==> config.mk <==
export PLATFORM = sky130hd
export DESIGN_NAME = i2c_codec_responder
export DESIGN_NICKNAME = d
export VERILOG_FILES = /design/src/rtl/i2c_pkg.sv /design/src/rtl/i2c_line_cond.sv /design/src/rtl/i2c_codec_responder.sv
export SDC_FILE = /design/constraint.sdc
export NUM_CORES = 1
export LEC_CHECK = 0
export BUFFER_PORTS_ARGS = -buffer_cell sky130_fd_sc_hd__buf_2
export CAP_MARGIN = 20
export CORE_UTILIZATION = 50
export DETAILED_ROUTE_END_ITERATION = 16
export PLACE_DENSITY = 0.69
export SYNTH_ARGS = -nofsm -noshare
export SYNTH_HDL_FRONTEND = slang
export SYNTH_SLANG_ARGS = --single-unit
==> constraint.sdc <==
create_clock -name clock -period 6.05 [get_ports clock]
set_clock_uncertainty 0.1 [all_clocks]
set_input_delay 0.9075 -clock clock [delete_from_list [all_inputs] [get_ports clock]]
set_output_delay 0.9075 -clock clock [all_outputs]
set_load 0.05 [all_outputs]
==> src/rtl/i2c_pkg.sv <==
// Shared constants for the WM8731-style I2C codec responder.
// State encoding, codec register addresses and frame field widths.
package i2c_pkg;

  localparam int REG_W  = 7;
  localparam int D8_W   = 1;
  localparam int DATA_W = 9;

  localparam logic [REG_W-1:0] WM_RESET_REG  = 7'h0F;
  localparam logic [REG_W-1:0] WM_ACTIVE_REG = 7'h09;

  typedef logic [2:0] state_t;

  localparam state_t S_IDLE      = 3'd0;
  localparam state_t S_ADDR      = 3'd1;
  localparam state_t S_ADDR_ACK  = 3'd2;
  localparam state_t S_BYTE1     = 3'd3;
  localparam state_t S_BYTE1_ACK = 3'd4;
  localparam state_t S_BYTE2     = 3'd5;
  localparam state_t S_BYTE2_ACK = 3'd6;
  localparam state_t S_WAIT_STOP = 3'd7;

endpackage

==> src/rtl/i2c_line_cond.sv <==
// Per-line conditioning: 2-FF synchronizer, optional stability filter
// (I2C_GLITCH_FILTER_EN), previous-value register and edge flags.
module i2c_line_cond #(
  parameter int FILTER_LEN = 4
) (
  input  logic clock,
  input  logic reset,
  input  logic line_in,
  output logic line,
  output logic rise,
  output logic fall
);

  logic s1;
  logic s2;
  logic prev;

  if (FILTER_LEN < 1) begin : g_len_chk
    $error("FILTER_LEN must be at least 1");
  end

  // Reset to the idle bus level so release does not fake an edge.
  always_ff @(posedge clock or posedge reset) begin
    if (reset) begin
      s1 <= 1'b1;
      s2 <= 1'b1;
    end else begin
      s1 <= line_in;
      s2 <= s1;
    end
  end

`ifdef I2C_GLITCH_FILTER_EN
  localparam int CW = $clog2(FILTER_LEN + 1);

  logic [CW-1:0] cnt;
  logic          filt;

  always_ff @(posedge clock or posedge reset) begin
    if (reset) begin
      cnt  <= '0;
      filt <= 1'b1;
    end else if (s2 == filt) begin
      cnt <= '0;
    end else if (cnt == CW'(FILTER_LEN - 1)) begin
      filt <= s2;
      cnt  <= '0;
    end else begin
      cnt <= cnt + 1'b1;
    end
  end

  assign line = filt;
`else
  assign line = s2;
`endif

  always_ff @(posedge clock or posedge reset) begin
    if (reset) prev <= 1'b1;
    else       prev <= line;
  end

  assign rise = line & ~prev;
  assign fall = ~line & prev;

endmodule

==> src/rtl/i2c_codec_responder.sv <==
// I2C target decoding 3-byte WM8731 control frames into a 9-bit regfile.
// Optional input glitch filter via I2C_GLITCH_FILTER_EN.
module i2c_codec_responder
  import i2c_pkg::*;
#(
  parameter logic [REG_W-1:0] DEVICE_ADDR = 7'h1A,
  parameter int               NUM_REGS    = 16,
  parameter logic [REG_W-1:0] RESET_REG   = WM_RESET_REG,
  parameter logic [REG_W-1:0] ACTIVE_REG  = WM_ACTIVE_REG,
  parameter int               FILTER_LEN  = 4
) (
  input  logic              clock,
  input  logic              reset,
  input  logic              scl_in,
  input  logic              sda_in,
  output logic              sda_oe,
  output logic              wr_valid,
  output logic [REG_W-1:0]  wr_addr,
  output logic [DATA_W-1:0] wr_data,
  input  logic [3:0]        rd_addr,
  output logic [DATA_W-1:0] rd_data,
  output logic              codec_active,
  output logic              frame_err
);

  localparam int AW = (NUM_REGS > 1) ? $clog2(NUM_REGS) : 1;

  logic scl, scl_rise, scl_fall;
  logic sda, sda_rise, sda_fall;

  i2c_line_cond #(.FILTER_LEN(FILTER_LEN)) u_scl (
    .clock   (clock),
    .reset   (reset),
    .line_in (scl_in),
    .line    (scl),
    .rise    (scl_rise),
    .fall    (scl_fall)
  );

  i2c_line_cond #(.FILTER_LEN(FILTER_LEN)) u_sda (
    .clock   (clock),
    .reset   (reset),
    .line_in (sda_in),
    .line    (sda),
    .rise    (sda_rise),
    .fall    (sda_fall)
  );

  state_t            state;
  state_t            nxt;
  logic [2:0]        cnt;
  logic              full;
  logic [7:0]        sh;
  logic [REG_W-1:0]  reg_q;
  logic [D8_W-1:0]   d8_q;
  logic              extra;
  logic [DATA_W-1:0] regs [NUM_REGS];

  logic start, stop, bus_ev, byte_done;
  logic shifting, ack_st, addr_match, in_range;
  logic oe_d, commit, ferr_d, clr_all;
  logic [DATA_W-1:0] wdata;

  assign start      = sda_fall & scl;
  assign stop       = sda_rise & scl;
  assign bus_ev     = start | stop;
  assign byte_done  = scl_fall & full;
  assign addr_match = (sh[7:1] == DEVICE_ADDR) & ~sh[0];
  assign in_range   = int'(reg_q) < NUM_REGS;
  assign wdata      = {d8_q, sh};

  assign shifting = (state == S_ADDR) | (state == S_BYTE1) |
                    (state == S_BYTE2) | (state == S_WAIT_STOP);
  assign ack_st   = (state == S_ADDR_ACK) | (state == S_BYTE1_ACK) |
                    (state == S_BYTE2_ACK);

  always_ff @(posedge clock or posedge reset) begin
    if (reset) state <= S_IDLE;
    else       state <= nxt;
  end

  always_comb begin
    nxt = state;
    if (start) begin
      nxt = S_ADDR;
    end else if (stop) begin
      nxt = S_IDLE;
    end else begin
      unique case (state)
        S_ADDR:
          if (byte_done) nxt = addr_match ? S_ADDR_ACK : S_WAIT_STOP;
        S_ADDR_ACK:  if (scl_fall)  nxt = S_BYTE1;
        S_BYTE1:     if (byte_done) nxt = S_BYTE1_ACK;
        S_BYTE1_ACK: if (scl_fall)  nxt = S_BYTE2;
        S_BYTE2:     if (byte_done) nxt = S_BYTE2_ACK;
        S_BYTE2_ACK: if (scl_fall)  nxt = S_WAIT_STOP;
        default:     nxt = state;
      endcase
    end
  end

  always_comb begin
    oe_d    = (nxt == S_ADDR_ACK) | (nxt == S_BYTE1_ACK) |
              (nxt == S_BYTE2_ACK);
    commit  = 1'b0;
    ferr_d  = 1'b0;
    if (bus_ev) begin
      // Frame cut short after the address was accepted.
      ferr_d = (state == S_BYTE1) | (state == S_BYTE1_ACK) |
               (state == S_BYTE2);
    end else if (byte_done) begin
      commit = (state == S_BYTE2) & in_range;
      ferr_d = ((state == S_BYTE2) & ~in_range) |
               ((state == S_WAIT_STOP) & extra);
    end
    clr_all = commit & (reg_q == RESET_REG);
  end

  always_ff @(posedge clock or posedge reset) begin
    if (reset) begin
      cnt   <= 3'd7;
      full  <= 1'b0;
      sh    <= '0;
      reg_q <= '0;
      d8_q  <= '0;
      extra <= 1'b0;
    end else begin
      if (bus_ev | (scl_fall & (full | ack_st))) begin
        cnt  <= 3'd7;
        full <= 1'b0;
      end else if (scl_rise & shifting) begin
        sh <= {sh[6:0], sda};
        if (cnt == 3'd0) full <= 1'b1;
        else             cnt  <= cnt - 1'b1;
      end
      if ((state == S_BYTE1) & byte_done) begin
        reg_q <= sh[7:1];
        d8_q  <= sh[0];
      end
      if (bus_ev)
        extra <= 1'b0;
      else if ((state == S_BYTE2_ACK) & scl_fall)
        extra <= 1'b1;
      else if ((state == S_WAIT_STOP) & byte_done)
        extra <= 1'b0;
    end
  end

  always_ff @(posedge clock or posedge reset) begin
    if (reset) begin
      sda_oe    <= 1'b0;
      wr_valid  <= 1'b0;
      frame_err <= 1'b0;
      wr_addr   <= '0;
      wr_data   <= '0;
    end else begin
      sda_oe    <= oe_d;
      wr_valid  <= commit;
      frame_err <= ferr_d;
      if (commit) begin
        wr_addr <= reg_q;
        wr_data <= wdata;
      end
    end
  end

  // Registered read returns the pre-write value on a same-cycle hit.
  always_ff @(posedge clock or posedge reset) begin
    if (reset) begin
      for (int i = 0; i < NUM_REGS; i++) regs[i] <= '0;
      rd_data      <= '0;
      codec_active <= 1'b0;
    end else begin
      rd_data <= regs[AW'(rd_addr)];
      if (clr_all) begin
        for (int i = 0; i < NUM_REGS; i++) regs[i] <= '0;
        codec_active <= 1'b0;
      end else begin
        codec_active <= regs[ACTIVE_REG[AW-1:0]][0];
        if (commit) regs[reg_q[AW-1:0]] <= wdata;
      end
    end
  end

endmodule

* Yosys cells after proc, flatten, opt, wreduce, memory -nomap -nowiden *
Cells that the tools add are included.

word-level totals
  flip-flop bits (word level) = 203
  latch bits = 0
  memory bits (writable) = 0
  ROM bits = 0
  input port bits = 8
  output and inout port bits = 29
  word-level logic and storage cells = 134
  memories kept = 0

operators by class
  $add $sub $neg = 1
  $mul = 0
  divide/modulo/power cells = 0
  magnitude comparators = 4
  equality and inequality tests = 13
  shifts and indexed selects = 0
  multiplexer cells = 32
  bitwise logic cells = 39
  reductions and logical operators = 9

operators with widths
  operator                                            count
  two-way mux 144 bit                                 2
  bitwise mux 144 bit                                 1
  binary-select mux 9 bit (select 4 bit)              1
  demux 9 bit (select 4 bit)                          1
  two-way mux 3 bit                                   12
  two-way mux 9 bit                                   3
  == test 3 bit, second input constant                6
  one-hot mux 3 bit (6 select lines)                  1
  bitwise AND 1 bit                                   17
  OR 1 bit                                            13
  two-way mux 1 bit                                   11
  >= comparator 5 bit, second input constant          2
  inverter 4 -> 5 bit                                 2
  == test 3 x 2 -> 1 bit, second input constant       3
  == test 7 x 4 -> 1 bit, second input constant       1
  == test 7 x 5 -> 1 bit, second input constant       1
  < comparator 7 x 5 -> 1 bit, second input constant  1
  inverter 1 bit                                      7
  AND reduction 2 bit                                 3
  nonzero test 2 bit                                  3
  < comparator 5 x 1 -> 1 bit, second input constant  1
  == test 3 x 1 -> 1 bit, second input constant       1
  logical NOT 3 bit                                   1
  nonzero test 3 bit                                  1
  3 further kinds                                     3

* Logic depth before layout (Yosys ltp) *
  word-level depth = 10
  gate-level depth with buffers = 7
  mapped depth without buffers = 6

* Cells and area by module *
A second synthesis with hierarchy kept.

second synthesis, totals
  cells, all modules = 708
  area total of the unflattened synthesis = 9,232.6 um^2

by module, submodules not included
  module               times used  cells each  area each (um^2)  sequential area each (um^2)
  i2c_codec_responder  1           696         9,037.4           4,933.5
  i2c_line_cond        2           6           97.6              78.8

* Least setup slack after synthesis *
OpenSTA, ideal clock, no wires.

  kind = input port to flip-flop
  from = input port rd_addr[0]
  to = register rd_data[5]
  library setup time = 0.124 ns
  data arrival time = 2.207 ns
  required time = 5.826 ns
  path slack = 3.619 ns
  cell stages on the path = 5
  path buffers = 2
  cell sequence = buf_2 -> buf_2 -> mux4_2 -> a22oi_1 -> nand2_1

between the ends
  cells in the longest elaborated chain, start to end = 4

ends and longest elaborated chain
  item                                                  line                        text
  from (decl)                                           i2c_codec_responder.sv:20   input logic [3:0] rd_addr,
  inverter 4 -> 5 bit (implied by the code)             i2c_codec_responder.sv:174  rd_data <= regs[AW'(rd_addr)];
  binary-select mux 9 bit (select 4 bit)                i2c_codec_responder.sv:174
  two-way mux 9 bit (implied by the code) (2 in a row)  i2c_codec_responder.sv:174
  to (signal assigned)                                  i2c_codec_responder.sv:174
  to (decl)                                             i2c_codec_responder.sv:21   output logic [DATA_W-1:0] rd_data,

Every way passes these cells. The select of a mux whose other input is x is not followed.
A chain may end at the register's enable or synchronous reset.

* Worst setup path after layout *
  from = register u_scl.prev
  to = register regs[2] in the netlist's numbering

between the ends
  cells in the longest elaborated chain, start to end = 6
  elaborated cells on any way between the ends = 7
  those cells by class = 3 x mux; 3 x bitwise; 1 x reduce/logical

ends and longest elaborated chain
  item                                                       line                        text
  from (decl)                                                i2c_line_cond.sv:16         logic prev;
  from (signal assigned)                                     i2c_line_cond.sv:60         else prev <= line;
  bitwise AND 1 bit (*)                                      i2c_line_cond.sv:64         assign fall = ~line & prev;
  bitwise AND 1 bit (*)                                      i2c_codec_responder.sv:67   assign byte_done = scl_fall & full;
  two-way mux 1 bit (*)                                      i2c_codec_responder.sv:111  end else if (byte_done) begin
  two-way mux 1 bit (*)                                      i2c_codec_responder.sv:107  if (bus_ev) begin
  bitwise AND 1 bit                                          i2c_codec_responder.sv:116  clr_all = commit & (reg_q == RESET_REG);
  two-way mux 144 bit or nonzero test 2 bit (tied branches)  n/a
  to (signal, indexed assignment)                            i2c_codec_responder.sv:180  if (commit) regs[reg_q[AW-1:0]] <= wdata;
  to (decl)                                                  i2c_codec_responder.sv:57   logic [DATA_W-1:0] regs [NUM_REGS];

Every way passes the cells marked *; elsewhere a longest branch is shown, timed or not.

==> summary.txt <==
Run status
  – Status: finished with violations
  – Failing checks: design-rule violations

Worst setup path
  – Critical path startpoint category: register
  – Capturing point of the worst reg2reg path: regs[2]$_DFFE_PP0P_
  – Critical Path AT: 3.91 ns
  – Reg2Reg Launch Point: u_scl.prev$_DFF_PP1_
  – CP Capture Type: register
  – Crit path kind: reg -> reg
  – CP Data Required Time: 6.31 ns
  – Worst R2R Path Depth: 6
  – R2r setup slk: 2.40 ns
  – CP Max Fanout: 83

Power and ir drop
  – Power Density: 274.7 nW/um^2
  – Worst vdd ir: 0.1617 mV
  – Static Leakage: 5.975 nW

Synthesis
  – Synth Cell Area: 9325 um^2
  – Synthesized netlist cell count: 746
  – Prevailing post-synth register cell: dfrtp_1
  – Async SR Flop Fraction: 100.0%
  – Distinct cells, synth: 44
  – Count of warnings emitted by yosys: 0
  – Synth Register Bits: 203
  – Syn Nets: 756
  – EDFF count, synth: 0
  – Mapped Avg Cell Area: 12.50 um^2
  – Register area share after synthesis: 54.60%

Routing
  – Final routed DRC violation total: 6
  – Detail Route Antenna Nets: 0
  – DR iter-0 viols: 483
  – DR vias/cell: 5.918
  – Metal2 WL: 9949 um
  – WL final: 20470 um
  – Avg WL per Cell: 20.83 um
  – Vias post-DR: 5817
  – Wire length on met3: 949 um
  – First-pass DRT Iterations: 11
  – Max layer used: met4
  – M1 wire length: 9110 um

Floorplan
  – Core area: 18150 um^2
  – Row Count: 49
  – Die Wd: 138.6 um
  – Die area: 19200 um^2
  – # IOs: 37
  – Starting density of the core: 51.39%
  – Die Y: 138.6 um

Hold path
  – Hold EP: u_scl.line$_DFF_PP1_
  – Hold Path Cell Cnt: 0
  – Worst Hold Class: reg -> reg
  – Worst Min Path Start: u_scl.s1$_DFF_PP1_

Finish
  – Layout cell share with drive strength beyond 1: 20.82%
  – Synth-to-layout area growth: 9.581%
  – Fin area: 10220 um^2
  – # diodes: 0
  – Nets: 748
  – Finished Core Util: 56.31%

CTS
  – H-tree depth: 1
  – CTS sink count: 203
  – Hold-fix buffers, CTS: 0
  – Worst-skew pair later-pin latency: 0.51 ns
  – Cts bufs inserted: 22
  – Root buf cell: clkbuf_16
  – CTS tree: yes
  – Clock Path Buffers: 3
  – Post-cts sizing count: 0
  – Clock transition at path regs: 0.06 ns
  – Post-CTS Setup Inserts: 0

STA
  – Final worst-path cycle share: 60.39%
  – Slew @ Worst Pin: 1.124 ns
  – Fin. Hold Viols: 0
  – Setup violators final: 0
  – RSZ-0062 raised after global routing: false
  – Fmax: 273.7 MHz
  – Setup TNS Final: 0 ns
  – Max-slew violation count: 0
  – Min Clock Period, post-route: 3.653 ns
  – Hold WS: 0.2555 ns
  – Max_slew headroom: 25.07%

Global routing
  – GRT Util Overall: 22.13%
  – Vias in the first global route: 6008
  – First-pass GRT wire length: 33080 um
  – Largest net degree at the start of global routing: 204
  – Initial antenna violation count: 0
  – Grt total ovfl: 0

Job
  – Max Cap Viol: 0

Place
  – Routability cong.: 0.7687
  – Dpl hpwl: 12170 um
  – Placement Cell Area: 9507 um^2
  – Buffers on Ports: 36
-- where the power goes --
part	total (mW)	internal [mW]	leakage [nW]	switching, mW
clock	1.30	0.756	0.359	0.540
combinational	0.0853	0.0302	2.81	0.0551
sequential	1.42	1.37	2.80	0.0533
-- critical path, cell delays in order (launching register included) --
cell	delay (ns)
dfstp_2	0.53
and4b_1	0.71
nand3_4	0.39
nor3_4	0.26
buf_4	0.68
buf_4	0.66
nor2b_1	0.12
-- state kept, by name, summed over array words and instances (netlist names), 3 cells and up --
register,flops
wr_data,9
state,3
rd_data,9
cnt,3
wr_addr,7
regs,144
reg_q,7
sh,8
-- cells in the mapped netlist, types with 2 or more instances --
master / number / area [um^2]
xnor2_1: 2 / 17.52
nor3_1: 3 / 15.01
o211ai_1: 2 / 15.01
mux2i_1: 135 / 1351
and3_1: 2 / 12.51
nor4bb_1: 6 / 60.06
nand2_1: 18 / 67.56
nor4b_1: 4 / 35.03
a22oi_1: 18 / 135.1
inv_1: 6 / 22.52
mux2_2: 29 / 326.6
dfstp_2: 9 / 236.5
nor2_1: 140 / 525.5
clkbuf_1: 35 / 131.4
and2_1: 5 / 31.28
dfrtp_1: 194 / 4855
buf_2: 28 / 140.1
buf_1: 4 / 15.01
nand4_1: 16 / 100.1
nor2b_1: 18 / 112.6
and4b_1: 5 / 50.05
buf_4: 6 / 45.04
ha_1: 2 / 25.02
o21ai_0: 2 / 10.01
a21oi_1: 3 / 15.01
mux4_2: 36 / 810.8
-- layout by cell type, fill, tap and decap left out, drive strengths merged, types with 3 or more instances in the layout --
master and instances:
nor2b 18, and4b 5, mux4 36, dfrtp 194, nand2 18, nand4 16, nor4bb 6, clkbuf 31
nor4b 4, nor2 140, dfstp 9, clkinv 8, a22oi 18, mux2 29, nor3 5, and2 5
inv 6, a21oi 3, mux2i 135, buf 41
-- metrics by stage --
stage          std cells  setup WS, ns  total power [mW]
2_1_floorplan        746         2.420             1.498
3_3_place_gp         942         2.471             1.530
3_5_place_dp         942         2.288             1.536
4_1_cts              982         2.264             2.827
5_1_grt              983         2.051             2.894
6_report             983         2.397             2.807
-- worst max-delay path by stage --
stage                         start                      to  slack [ns]  cells after the start
3_5_place_dp     state[1]$_DFF_PP0_    regs[11]$_DFFE_PP0P_        2.29                      6
6_report       u_scl.prev$_DFF_PP1_     regs[2]$_DFFE_PP0P_        2.40                      6
2_1_floorplan                 reset  codec_active$_DFF_PP0_        2.42                      1
4_1_cts          state[1]$_DFF_PP0_    regs[60]$_DFFE_PP0P_        2.26                      6
5_1_grt        reg_q[4]$_DFFE_PP0P_    regs[60]$_DFFE_PP0P_        2.05                      6
3_3_place_gp     state[1]$_DFF_PP0_   regs[109]$_DFFE_PP0P_        2.47                      6
-- kinds of logic after synthesis --
group / after synthesis / synth area share (%)
XOR/XNOR: 2 / 0.1879
buffers and inverters: 79 / 3.797
adder cells (fa/ha/maj): 2 / 0.2683
multiplexers: 200 / 26.69
flip-flops: 203 / 54.60
AND/OR/NAND/NOR: 228 / 11.98
AO/OA/AOI/OAI: 32 / 2.482
-- final cells by class --
| class | count | area, um^2 |
|---|---|---|
| Fill cell | 1464 | 7929 |
| Sequential cell | 203 | 5091 |
| Multi-Input combinational cell | 464 | 3880 |
| Clock buffer | 31 | 655.6 |
| Tap cell | 229 | 286.5 |
| Timing Repair Buffer | 41 | 230.2 |
| Clock inverter | 9 | 48.80 |
| Inverter | 6 | 26.28 |
-- metal layers --
| layer | up-vias | track usage (%) |
|---|---|---|
| met4 | 0 | 6.742 |
| met1 | 3051 | 30.73 |
| met2 | 141 | 36.36 |
| met5 | - | 0 |
| li1 | 2594 | - |
| met3 | 31 | 3.211 |
(Power assumes the default switching activity.)
